==> src/rtl/alu_pkg.sv <==
// alu_pkg: shared types for the pipelined ALU.
//   alu_op_t    - 3-bit opcode (ADD, SUB, SHL, SHR, AND, OR, XOR, EQ)
//   alu_flags_t - zero/carry/overflow flags that travel with each result
// Optional feature macro used by the design: ALU_PIPE_SAT_EN (saturating ADD/SUB).
package alu_pkg;

    typedef enum logic [2:0] {
        OP_ADD = 3'd0,
        OP_SUB = 3'd1,
        OP_SHL = 3'd2,
        OP_SHR = 3'd3,
        OP_AND = 3'd4,
        OP_OR  = 3'd5,
        OP_XOR = 3'd6,
        OP_EQ  = 3'd7
    } alu_op_t;

    typedef struct packed {
        logic zero;
        logic carry;
        logic ovf;
    } alu_flags_t;

endpackage

==> src/rtl/alu_core.sv <==
// alu_core: purely combinational ALU datapath.
// Parameters: WIDTH (operand width, 4..64), SHAMT (fixed shift distance, 1..WIDTH-1).
// Ports:
//   a, b   in  WIDTH  operands
//   op     in  3      alu_op_t opcode
//   result out WIDTH  result, truncated to WIDTH
//   flags  out 3      zero (result==0), carry (ADD carry / SUB borrow), ovf (signed overflow)
// Macro ALU_PIPE_SAT_EN: when defined, ADD/SUB results that overflow are clamped
// to the most positive / most negative signed value; flags are unaffected except
// zero, which always reflects the final result.
module alu_core
    import alu_pkg::*;
#(
    parameter int WIDTH = 8,
    parameter int SHAMT = 2
) (
    input  logic [WIDTH-1:0] a,
    input  logic [WIDTH-1:0] b,
    input  alu_op_t          op,
    output logic [WIDTH-1:0] result,
    output alu_flags_t       flags
);

    localparam int MSB = WIDTH - 1;

    logic [WIDTH:0]   sum;
    logic [WIDTH:0]   diff;
    logic [WIDTH-1:0] raw;
    logic             carry;
    logic             ovf;

    // One extra bit on top holds the unsigned carry out (ADD) or borrow (SUB).
    assign sum  = {1'b0, a} + {1'b0, b};
    assign diff = {1'b0, a} - {1'b0, b};

    always_comb begin
        raw   = '0;
        carry = 1'b0;
        ovf   = 1'b0;
        case (op)
            OP_ADD: begin
                raw   = sum[WIDTH-1:0];
                carry = sum[WIDTH];
                // Same-sign operands producing an opposite-sign result.
                ovf   = (a[MSB] == b[MSB]) && (raw[MSB] != a[MSB]);
            end
            OP_SUB: begin
                raw   = diff[WIDTH-1:0];
                carry = diff[WIDTH];
                // Different-sign operands where the result sign differs from a.
                ovf   = (a[MSB] != b[MSB]) && (raw[MSB] != a[MSB]);
            end
            OP_SHL:  raw = b << SHAMT;
            OP_SHR:  raw = b >> SHAMT;
            OP_AND:  raw = a & b;
            OP_OR:   raw = a | b;
            OP_XOR:  raw = a ^ b;
            OP_EQ:   raw = {{(WIDTH-1){1'b0}}, (a == b)};
            default: raw = '0;
        endcase
    end

`ifdef ALU_PIPE_SAT_EN
    localparam logic [WIDTH-1:0] MAX_POS = {1'b0, {(WIDTH-1){1'b1}}};
    localparam logic [WIDTH-1:0] MIN_NEG = {1'b1, {(WIDTH-1){1'b0}}};

    // ovf is only ever set for ADD/SUB. In both cases the direction of the
    // overflow follows the sign of a: a non-negative a can only overflow upward.
    assign result = ovf ? (a[MSB] ? MIN_NEG : MAX_POS) : raw;
`else
    assign result = raw;
`endif

    assign flags.zero  = (result == '0);
    assign flags.carry = carry;
    assign flags.ovf   = ovf;

endmodule

==> src/rtl/alu_pipe.sv <==
// alu_pipe: two-stage pipelined ALU with valid/ready handshakes on both sides.
// Parameters: WIDTH (4..64), SHAMT (1..WIDTH-1).
// Ports:
//   clk          in   1      clock, rising edge
//   reset_n      in   1      asynchronous active-low reset
//   in_valid_i   in   1      operand beat offered
//   in_ready_o   out  1      operand beat accepted this cycle
//   a_i, b_i     in   WIDTH  operands
//   op_i         in   3      alu_op_t opcode
//   out_valid_o  out  1      result beat presented
//   out_ready_i  in   1      consumer accepts result
//   alu_o        out  WIDTH  result
//   zero_o, carry_o, ovf_o out 1  flags belonging to the presented result
// Macro ALU_PIPE_SAT_EN (consumed by alu_core): saturating ADD/SUB. Port list is
// identical with or without it.
//
// Handshake: a beat moves across an interface only on a rising edge where valid
// and ready are both high; data/opcode are don't-care otherwise. A producer keeps
// valid and its data steady until that edge. in_ready_o depends on out_ready_i
// and stage occupancy only, never on in_valid_i.
module alu_pipe
    import alu_pkg::*;
#(
    parameter int WIDTH = 8,
    parameter int SHAMT = 2
) (
    input  logic             clk,
    input  logic             reset_n,
    input  logic             in_valid_i,
    output logic             in_ready_o,
    input  logic [WIDTH-1:0] a_i,
    input  logic [WIDTH-1:0] b_i,
    input  alu_op_t          op_i,
    output logic             out_valid_o,
    input  logic             out_ready_i,
    output logic [WIDTH-1:0] alu_o,
    output logic             zero_o,
    output logic             carry_o,
    output logic             ovf_o
);

    // Stage 1: registered operands.
    logic             s1_valid;
    logic [WIDTH-1:0] s1_a;
    logic [WIDTH-1:0] s1_b;
    alu_op_t          s1_op;

    // Stage 2: registered result and its flags.
    logic             s2_valid;
    logic [WIDTH-1:0] s2_res;
    alu_flags_t       s2_flags;

    logic             s1_adv;
    logic             s2_adv;
    logic [WIDTH-1:0] core_res;
    alu_flags_t       core_flags;

    // S2 may load when empty or when its beat is leaving this cycle; S1 may
    // load when empty or when its beat moves into S2. This chaining lets a full
    // pipe accept and drain in the same cycle without a bubble.
    assign s2_adv     = !s2_valid || out_ready_i;
    assign s1_adv     = !s1_valid || s2_adv;
    assign in_ready_o = s1_adv;

    alu_core #(
        .WIDTH (WIDTH),
        .SHAMT (SHAMT)
    ) u_core (
        .a      (s1_a),
        .b      (s1_b),
        .op     (s1_op),
        .result (core_res),
        .flags  (core_flags)
    );

    always_ff @(posedge clk or negedge reset_n) begin
        if (!reset_n) begin
            s1_valid <= 1'b0;
            s1_a     <= '0;
            s1_b     <= '0;
            s1_op    <= OP_ADD;
        end else if (s1_adv) begin
            s1_valid <= in_valid_i;
            if (in_valid_i) begin
                s1_a  <= a_i;
                s1_b  <= b_i;
                s1_op <= op_i;
            end
        end
    end

    always_ff @(posedge clk or negedge reset_n) begin
        if (!reset_n) begin
            s2_valid <= 1'b0;
            s2_res   <= '0;
            s2_flags <= '0;
        end else if (s2_adv) begin
            s2_valid <= s1_valid;
            // Result and flags are captured together so they always describe
            // the same beat.
            if (s1_valid) begin
                s2_res   <= core_res;
                s2_flags <= core_flags;
            end
        end
    end

    assign out_valid_o = s2_valid;
    assign alu_o       = s2_res;
    assign zero_o      = s2_flags.zero;
    assign carry_o     = s2_flags.carry;
    assign ovf_o       = s2_flags.ovf;

endmodule

==> config.mk <==
export PLATFORM = sky130hd
export DESIGN_NAME = alu_pipe
export DESIGN_NICKNAME = d
export VERILOG_FILES = /design/src/rtl/alu_pkg.sv /design/src/rtl/alu_core.sv /design/src/rtl/alu_pipe.sv
export SDC_FILE = /design/constraint.sdc
export NUM_CORES = 1
export LEC_CHECK = 0
export BUFFER_PORTS_ARGS = -buffer_cell sky130_fd_sc_hd__buf_2
export CAP_MARGIN = 25
export CORE_MARGIN = 5
export CORE_UTILIZATION = 58
export DETAILED_ROUTE_END_ITERATION = 12
export PLACE_DENSITY_LB_ADDON = 0.12
export SETUP_SLACK_MARGIN = 0.3
export SYNTH_ARGS = -nofsm -noshare
export SYNTH_HDL_FRONTEND = slang
export SYNTH_SLANG_ARGS = --single-unit
==> constraint.sdc <==
create_clock -name clk -period 2.6 [get_ports clk]
set_clock_uncertainty 0.05 [all_clocks]
set_input_delay 0.13 -clock clk [delete_from_list [all_inputs] [get_ports clk]]
set_output_delay 0.13 -clock clk [all_outputs]
set_load 0.005 [all_outputs]
==> impl_results.md, run 1 <==
* Max-cap violations at 0
* Dpl cell area at 2840 um2
* Height of the chip at 77.1 um
* Grt ovf at 0
* Power Internal at 0.00151 W
* Die Width at 77.1 um
* Ant. Diodes at 0
* First-pass GRT wire length at 11000 um
* Measured slew at the worst slew-check pin at 0.702 ns
* Area growth, synth to finish at 27.4%
* Synth area leaders: dfrtp_1 31%, ha_1 11%, mux2_2 9.5%
* Setup violations, final at 0
* Post-synthesis async set-or-reset flop share at 100%
* Io pins at 36
* TritonCTS clock tree: done
* Synthesized area per cell at 9.43 um2
* Critical path required time at 2.74 ns
* PwrDens at 742 nW/um2
* Peak supply drop at 0.000460 V
* Post-synth top cells: 32 x dfrtp_1, 25 x nand2_1, 24 x ha_1
* Syn Std Cell Area at 2610 um2
* Placeable Area at 4350 um2
* Vias in the first global route at 2242
* Pre-antenna DRT Iters at 4
* Run status: completed
* Clock Path Buffers at 2
* CP max-delay cell: ha_1
* Post-synth top area cell: dfrtp_1
* Reg power frac at 27.7%
* GR Util All Layers at 22.7%
* Static Leak at 1.53 nW
* Final Slew Violations at 0
* Psw at 0.000962 W
* Cells on worst reg2reg path at 8
* CTS H-tree lvls at 2
* WP depth at 8
* Critical path buffers and inverters at 1
* Drt drc at 0
* Drt wl/cell at 17.2 um
* Vias per Instance at 5.94
* PortBufs at 35
* Share of the synthesized area in the top cell type at 30.7%
* EDFF count, synth at 0
* Cell Chain, Critical Path: inv_1 -> ha_1 -> nor2_1 -> a21oi_2 -> a31oi_1 -> mux2i_1 -> o21ai_0 -> o41ai_2
* Worst path max stage delay at 0.40 ns
* Crit-path max FO at 6
* Row cnt at 24
* Nets at 387
* Yosys warnings at 0
* Total Wirelength at 6720 um
* Minimum clock period at 2.36 ns
* CP Launch Type: flop
* Unrepaired setup endpoints after global routing: yes
* TritonCTS Buffers at 5
* Die area at 5940 um2
* Routed Antenna Nets at 0
* Upper clock frequency limit at 0.423 GHz
* Count leader, synth: dfrtp_1
* Initial core utilization at 60.0%
* Switching Share at 39.0%
* Detailed-placement wirelength estimate at 4680 um
* Tcrit/Tclk final at 90.9%
* Violation count after the first detailed-route iteration at 172
* Distinct cells, synth at 57
* Synthesized flop and latch total at 32
* Layout cells sized above 1 at 41.3%
* CP Class: flop to flop
* Later-pin clock latency in the skew report at 0.28 ns
* Synth Flop Type: dfrtp_1
* Clock-pin slew on the worst setup and hold paths at 0.07 ns
* Post-route setup TNS at 0 ns
* Final total power at 0.00247 W
* Worst Path Arrival at 2.50 ns
* Share of power burned in combinational logic at 56.0%
* Hold Path Depth at 2
* GPL Wtd Cong at 0.936
* Worst slew margin relative to its limit at 53.2%
* Initial antenna violation count at 0
* Routed vias at 2323
* Largest net degree at the start of global routing at 33
* Worst path top cell family by delay: compound AO/OA/AOI/OAI gates
* Mapped Cells at 277
* Clock share of power at 16.3%
* Clock root buffer: clkbuf_8
* Design area at 3330 um2
* Syn Nets at 326
* Hold Vio Cnt, Final at 0
* Worst hold path type: primary input to flop
* Clk sink count at 32
* Crit end category: flop
* Sequential fraction of the synthesis area at 30.7%
==> power groups by stage <==
stage | Combinational, W | Sequential (W) | Clock (W)
2_1_floorplan | 0.000768 | 0.000679 | 0
3_3_place_gp | 0.00101 | 0.000693 | 0
3_5_place_dp | 0.00103 | 0.000699 | 0
4_1_cts | 0.00119 | 0.000683 | 0.000405
5_1_grt | 0.00149 | 0.000703 | 0.000441
6_report | 0.00138 | 0.000684 | 0.000402
==> final timing paths <==
check                                startpoint                       to  slack (ns)
setup / recovery            s1_a[3]$_DFFE_PN0P_       zero_o$_DFFE_PN0P_        0.24
hold / removal                          op_i[0]     s1_op[0]$_DFFE_PN0P_        0.02
setup reg to reg            s1_a[3]$_DFFE_PN0P_       zero_o$_DFFE_PN0P_        0.24
hold reg to reg            alu_o[2]$_DFFE_PN0P_     alu_o[2]$_DFFE_PN0P_        0.42
max in group asynchronous               reset_n      s1_b[7]$_DFFE_PN0P_        1.62
min in group asynchronous               reset_n  out_valid_o$_DFFE_PN0P_        0.37
==> layout make-up <==
| class | count | area [um2] |
|---|---|---|
| Tap cell | 52 | 65.1 |
| Fill cell | 297 | 1030 |
| Clock buffer | 8 | 90.1 |
| Sequential cell | 32 | 803 |
| Inverter | 22 | 82.6 |
| Timing Repair Buffer | 69 | 454 |
| Multi-Input combinational cell | 208 | 1830 |
==> registers in the layout (all words and copies together), names as in the netlist <==
signal,count
zero_o,1
carry_o,1
s1_a,8
s1_valid,1
alu_o,8
s1_b,8
out_valid_o,1
ovf_o,1
s1_op,3
==> cell usage in the layout (no fill, tap or decap), types with 3 or more instances in the layout <==
cell	synthesis	routed
a21o_1	4	4
a21oi_1	17	15
buf_2	5	35
buf_4	1	28
buf_6	4	3
clkbuf_8	0	6
dfrtp_1	32	30
ha_1	24	16
ha_4	0	7
inv_1	21	14
inv_2	1	8
mux2_2	22	22
mux2i_1	7	7
nand2_1	25	25
nand2b_1	9	9
nand3_1	5	5
nor2_1	13	13
nor2b_1	6	5
nor3_1	5	3
o211ai_1	3	3
o21ai_0	12	9
o21ai_1	2	3
xnor2_1	6	5
==> through the flow <==
stage               instances  worst slack (ns)  util [%]  hold WS [ns]
global placement          360            0.0400      65.3         0.167
detailed placement        360            0.0227      65.3         0.173
finish                    391             0.238      76.4        0.0233
floorplan                 277             0.314         -        -0.216
CTS                       384             0.271      72.4        0.0188
global route              391             0.151      76.4        0.0230
==> layer usage <==
layer	vias to the layer above	routed length, um	GRT usage (%)
met1	1104	2830	30.1
met5	-	0	0
met3	12	428	3.86
met4	0	102	6.70
met2	102	3360	37.8
li1	1105	-	-
==> kinds of logic after synthesis <==
logic type,count (synthesis),share of synthesized area [%]
adders and majority gates,26,13.0
and+or+nand+nor,72,13.9
buffers and inverters,37,6.85
AOI/OAI and AO/OA,72,19.6
xor gates and xnor gates,7,2.35
muxes,31,13.6
DFF,32,30.7
==> worst reg2reg max path, delay by kind of cell, from the launching register on <==
kind,cells,cell delay (ns)
buffers and inverters,1,0.06
and+or+nand+nor,1,0.20
AOI/OAI and AO/OA,4,0.83
muxes,1,0.33
DFF,1,0.39
adders and majority gates,1,0.40
==> repair_timing <==
action	in CTS	in global routing
endpoints found under the hold margin	33	0
resized for setup	19	31
hold buffers	2	0
pin swaps	4	14
buffers inserted	14	7
endpoints found under the setup margin	5	8
No activity file was read; power rests on OpenSTA's default activity.
==> run 2: changes to the inputs <==
- RECOVER_POWER: default -> 50
==> impl_results.md, run 2 (same netlist as run 1, synthesis figures left out) <==
* Initial core utilization at 60.0% (unchanged)
* WHS at 0.0233 ns (+0.0000417 ns)
* Clock Path Buffers at 2 (unchanged)
* TritonCTS Buffers at 5 (unchanged)
* CTS H-tree lvls at 2 (unchanged)
* Clk sink count at 32 (unchanged)
* Initial antenna violation count at 0 (unchanged)
* Measured slew at the worst slew-check pin at 1.68 ns (+0.979 ns)
* Tcrit/Tclk final at 90.9% (about the same)
* Hold Vio Cnt, Final at 0 (unchanged)
* Post-route setup TNS at 0 ns (unchanged)
* Routed Antenna Nets at 0 (unchanged)
* Violation count after the first detailed-route iteration at 172 (unchanged)
* Height of the chip at 77.1 um (unchanged)
* Drt drc at 0 (unchanged)
* Nets at 387 (unchanged)
* Ant. Diodes at 0 (unchanged)
* Max-cap violations at 1 (+1)
* Crit-path max FO at 6 (unchanged)
* Grt ovf at 0 (unchanged)
* Drt wl/cell at 17.2 um (about the same)
* Commonest cells after routing, fill and taps aside: 30 x dfrtp_1, 29 x buf_2, 28 x buf_4, 25 x nand2_1, 22 x mux2_2
* CP Launch Type: flop
* Worst Path Arrival at 2.50 ns (about the same)
* Worst hold path type: primary input to flop
* Critical path required time at 2.74 ns (about the same)
* Largest net degree at the start of global routing at 33 (unchanged)
* TritonCTS clock tree: done
* Commonest non-fill, non-tap cell in the layout: dfrtp_1
* Pre-antenna DRT Iters at 4 (unchanged)
* CP Class: flop to flop
* Run status: finished with violations
* Upper clock frequency limit at 0.423 GHz (about the same)
* Layout cells sized above 1 at 39.5% (-1.8 points)
* Setup violations, final at 0 (unchanged)
* Final total power at 0.00246 W (-0.24%)
* Clock-pin slew on the worst setup and hold paths at 0.07 ns (about the same)
* Area growth, synth to finish at 27.1%
* Minimum clock period at 2.36 ns (+0.00159 ns)
* Routed vias at 2324 (+0.043%)
* Clock root buffer: clkbuf_8
* Later-pin clock latency in the skew report at 0.28 ns (about the same)
* Total Wirelength at 6720 um (about the same)
* Io pins at 36 (unchanged)
* Crit end category: flop
* PortBufs at 35 (unchanged)
* Placeable Area at 4350 um2 (unchanged)
* Die area at 5940 um2 (unchanged)
* GPL Wtd Cong at 0.936 (unchanged)
* Vias per Instance at 5.94 (about the same)
* Final Slew Violations at 33 (+33)
* Row cnt at 24 (unchanged)
* Vias in the first global route at 2242 (unchanged)
* Detailed-placement wirelength estimate at 4680 um (unchanged)
* Static Leak at 1.51 nW (-1.3%)
* PwrDens at 742 nW/um2 (about the same)
* Die Width at 77.1 um (unchanged)
* First-pass GRT wire length at 11000 um (unchanged)
* GR Util All Layers at 22.7% (unchanged)
* Worst slew margin relative to its limit at -12.1% (-65 points)
* Violated checks: capacitance limit, slew limit
* Peak supply drop at 0.000460 V (about the same)
* Unrepaired setup endpoints after global routing: yes
==> run 2: power by group <==
| group | leakage (nW) | internal (W) | switching (W) |
|---|---|---|---|
| Combinational | 1.09 | 0.000684 | 0.000693 |
| Clock | 0.0455 | 0.000216 | 0.000185 |
| Sequential | 0.380 | 0.000601 | 0.0000832 |
| Total | 1.51 | 0.00150 | 0.000961 |
==> run 2: worst paths after layout <==
| kind | startpoint | end | slack (ns) | depth (start not counted) |
|---|---|---|---|---|
| max | s1_a[3]$_DFFE_PN0P_ | zero_o$_DFFE_PN0P_ | 0.24 | 8 |
| min | op_i[0] | s1_op[0]$_DFFE_PN0P_ | 0.02 | 2 |
| max reg2reg | s1_a[3]$_DFFE_PN0P_ | zero_o$_DFFE_PN0P_ | 0.24 | 8 |
| min reg2reg | alu_o[2]$_DFFE_PN0P_ | alu_o[2]$_DFFE_PN0P_ | 0.42 | 2 |
| max in group asynchronous | reset_n | s1_b[7]$_DFFE_PN0P_ | 0.63 | 2 |
| min in group asynchronous | reset_n | out_valid_o$_DFFE_PN0P_ | 0.77 | 2 |
==> run 2: metrics by stage <==
step | util [%] | area (um2) | cells | setup WS (ns)
finish | 76.2 | 3320 | 391 | 0.236
global placement | 65.3 | 2840 | 360 | 0.0400
floorplan | - | 2620 | 277 | 0.314
global route | 76.2 | 3320 | 391 | 0.151
detailed placement | 65.3 | 2840 | 360 | 0.0227
CTS | 72.4 | 3150 | 384 | 0.271
==> run 2: critical path: stages (launching register included) <==
cell	delay [ns]
dfrtp_1	0.39
inv_1	0.06
ha_1	0.40
nor2_1	0.20
a21oi_2	0.06
a31oi_1	0.26
mux2i_1	0.33
o21ai_0	0.15
o41ai_2	0.35
==> run 2: area by class of cell <==
cell class	count	area, um2
clock buffer	8	90.1
fill	299	1040
inverter	22	82.6
multi-input combinational	208	1830
sequential	32	803
tap	52	65.1
timing repair buffer	69	447
==> run 2: repair_timing <==
action | CTS | global route
endpoints found under the hold margin | 33 | 0
setup buffers | 14 | 7
setup endpoints to repair | 5 | 8
gates resized for setup | 19 | 31
pin swaps | 4 | 14
hold buffers | 2 | 0
==> run 2: layer usage <==
metal  GRT usage, %  part of all wire, %  vias up
met5              0                    0        -
met4           6.70                  1.5        0
met3           3.86                  6.5       12
met2           37.8                   50      102
met1           30.1                   42     1105
li1               -                    -     1105
==> run 3: changes to the inputs <==
- BUFFER_PORTS_ARGS: -buffer_cell sky130_fd_sc_hd__buf_2 -> -buffer_cell sky130_fd_sc_hd__buf_4
- CORE_MARGIN: 5 -> 2
- CORE_UTILIZATION: 58 -> 31
==> impl_results.md, run 3 (same netlist as run 1, synthesis figures left out) <==
* Core Util, Final at 42.3% (-34 points)
* Worst hold path type: primary input to flop
* WHS at 0.0191 ns (-0.00417 ns)
* PwrDens at 698 nW/um2 (-5.9%)
* Hold Vio Cnt, Final at 0 (unchanged)
* Power Internal at 0.00147 W (-2.0%)
* Area growth, synth to finish at 32.6%
* Routed Antenna Nets at 0 (unchanged)
* Peak supply drop at 0.000217 V (-53%)
* Tcrit/Tclk final at 91.7% (+0.77 points)
* Die area at 9170 um2 (+54%)
* Share of power burned in combinational logic at 55.6% (-0.3 points)
* Hold Path Depth at 2 (unchanged)
* Critical R2R Capture: zero_o$_DFFE_PN0P_
* Reg power frac at 28.2% (+0.4 points)
* Switching Share at 39.2% (+0.13 points)
* Detailed-placement wirelength estimate at 5230 um (+12%)
* TritonCTS clock tree: done
* Drt wl/cell at 15.5 um (-9.9%)
* Upper clock frequency limit at 0.419 GHz (-0.84%)
* Measured slew at the worst slew-check pin at 1.82 ns (+0.141 ns)
* Pre-antenna DRT Iters at 4 (unchanged)
* Io pins at 36 (unchanged)
* Final WS setup at 0.216 ns (-0.0199 ns)
* Setup violations, final at 0 (unchanged)
* Worst slew margin relative to its limit at -21.5% (-9.4 points)
* Pre-CTS WS at 0.0214 ns (-0.00129 ns)
* Post-route setup TNS at 0 ns (unchanged)
* Clk sink count at 32 (unchanged)
* Unrepaired setup endpoints after global routing: yes
* CP Class: flop to flop
* Crit end category: flop
* Max-cap violations at 1 (unchanged)
* Violation count after the first detailed-route iteration at 129 (-25%)
* Placeable Area at 8180 um2 (+88%)
* Initial core utilization at 31.9% (-28 points)
* Clock Path Buffers at 2 (unchanged)
* Psw at 0.000947 W (-1.5%)
* Vias in the first global route at 2168 (-3.3%)
* Worst reg2reg startpoint: s1_b[3]$_DFFE_PN0P_
* Largest net degree at the start of global routing at 33 (unchanged)
* Run status: finished with violations
* Routed vias at 2287 (-1.6%)
* Nets at 396 (+2.3%)
* Commonest non-fill, non-tap cell in the layout: buf_4
* Hold EP: s1_a[4]$_DFFE_PN0P_
* Flop2flop setup slack at 0.22 ns (-0.02 ns)
* CP Launch Type: flop
* Worst Path Arrival at 2.52 ns (+0.02 ns)
* Violated checks: capacitance limit, slew limit
* CTS H-tree lvls at 2 (unchanged)
* Later-pin clock latency in the skew report at 0.29 ns (about the same)
* Cell Chain, Critical Path: inv_1 -> ha_2 -> o21a_1 -> a31oi_4 -> o21ai_1 -> mux2i_1 -> nand3_1 -> o41ai_2
* Static Leak at 1.58 nW (+4.4%)
* Clock share of power at 16.1% (-0.2 points)
* Drt drc at 0 (unchanged)
* Total Wirelength at 7010 um (+4.3%)
* Row cnt at 33 (+38%)
* Minimum clock period at 2.38 ns (+0.0199 ns)
* Initial antenna violation count at 0 (unchanged)
* Crit-path max FO at 6 (unchanged)
* Clock root buffer: clkbuf_8
* Height of the chip at 95.8 um (+24%)
* Grt ovf at 0 (unchanged)
* Die Width at 95.8 um (+24%)
* Vias per Instance at 5.05 (-15%)
* Critical path required time at 2.74 ns (about the same)
* GPL Wtd Cong at 0.894 (-4.5%)
* Commonest cells after routing, fill and taps aside: 68 x buf_4, 32 x dfrtp_1, 25 x nand2_1, 22 x mux2_2, 18 x inv_1
* Cells on worst reg2reg path at 8 (unchanged)
* First-pass GRT wire length at 11300 um (+3.0%)
* PortBufs at 35 (unchanged)
* Hold path startpoint: a_i[4]
* CP max-delay cell: ha_2
* TritonCTS Buffers at 5 (unchanged)
* Ant. Diodes at 0 (unchanged)
* Worst path max stage delay at 0.43 ns (+0.03 ns)
* Final Slew Violations at 33 (unchanged)
* Clock-pin slew on the worst setup and hold paths at 0.08 ns (about the same)
* GR Util All Layers at 16.0% (-6.7 points)
* Layout cells sized above 1 at 39.9% (+0.41 points)
run 3: cell types whose count changed in the layout (fill, tap and decap cells not counted), moves of 3 or more:
cell      delta
buf_2       -29
buf_4       +40
buf_6        -3
clkbuf_1     -5
ha_2         +4
inv_1        +4
inv_2        -4
run 3: layer usage:
metal	global-route usage [%]	up-vias	routed length [um]
li1	-	1116	-
met1	22.7	1102	3320
met2	24.8	63	3260
met3	3.13	6	377
met4	4.29	0	59
met5	0	-	0
run 3: power by group through the flow:
stage          logic (W)  clock network [W]  registers [W]
5_1_grt          0.00148           0.000436       0.000699
3_5_place_dp     0.00112                  0       0.000701
4_1_cts          0.00122           0.000415       0.000686
3_3_place_gp     0.00113                  0       0.000694
2_1_floorplan   0.000768                  0       0.000679
6_report         0.00135           0.000390       0.000682
run 3: cell type report:
| type | instances | area [um2] |
|---|---|---|
| Timing Repair Buffer | 78 | 587 |
| Inverter | 22 | 82.6 |
| Sequential cell | 32 | 801 |
| Fill cell | 861 | 4710 |
| Clock buffer | 5 | 68.8 |
| Multi-Input combinational cell | 208 | 1770 |
| Clock inverter | 3 | 18.8 |
| Tap cell | 105 | 131 |
run 3: critical path, delay by kind of cell, from the launching register on:
family	cells	cell delay, ns
buffers and inverters	1	0.10
AOI/OAI and AO/OA	4	0.88
muxes	1	0.32
and+or+nand+nor	1	0.12
adders and majority gates	1	0.43
DFF	1	0.39
run 3: worst max path at each step:
stage                                   start            endpoint  slack (ns)  depth (start not counted)
after floorplan           s1_a[1]$_DFFE_PN0P_  zero_o$_DFFE_PN0P_        0.31                          8
after global placement    s1_a[5]$_DFFE_PN0P_  zero_o$_DFFE_PN0P_        0.02                          8
after detailed placement  s1_a[5]$_DFFE_PN0P_  zero_o$_DFFE_PN0P_        0.02                          8
after CTS                 s1_b[0]$_DFFE_PN0P_  zero_o$_DFFE_PN0P_        0.21                          9
after global routing      s1_b[0]$_DFFE_PN0P_  zero_o$_DFFE_PN0P_         0.1                          9
final                     s1_b[3]$_DFFE_PN0P_  zero_o$_DFFE_PN0P_        0.22                          8
run 3: repair_timing:
action                                  CTS  global route
gates resized for setup                  17            15
hold endpoints to repair                 33             0
buffers inserted                          5            18
hold buffers                              2             0
pin swaps                                 3            10
endpoints found under the setup margin    5             6
run 3: through the flow:
| step | instance area (um2) | instances | power (W) |
|---|---|---|---|
| 5_1_grt | 3460 | 453 | 0.00262 |
| 6_report | 3460 | 453 | 0.00242 |
| 4_1_cts | 3280 | 435 | 0.00232 |
| 3_3_place_gp | 3060 | 420 | 0.00182 |
| 3_5_place_dp | 3060 | 420 | 0.00182 |
| 2_1_floorplan | 2620 | 277 | 0.00145 |
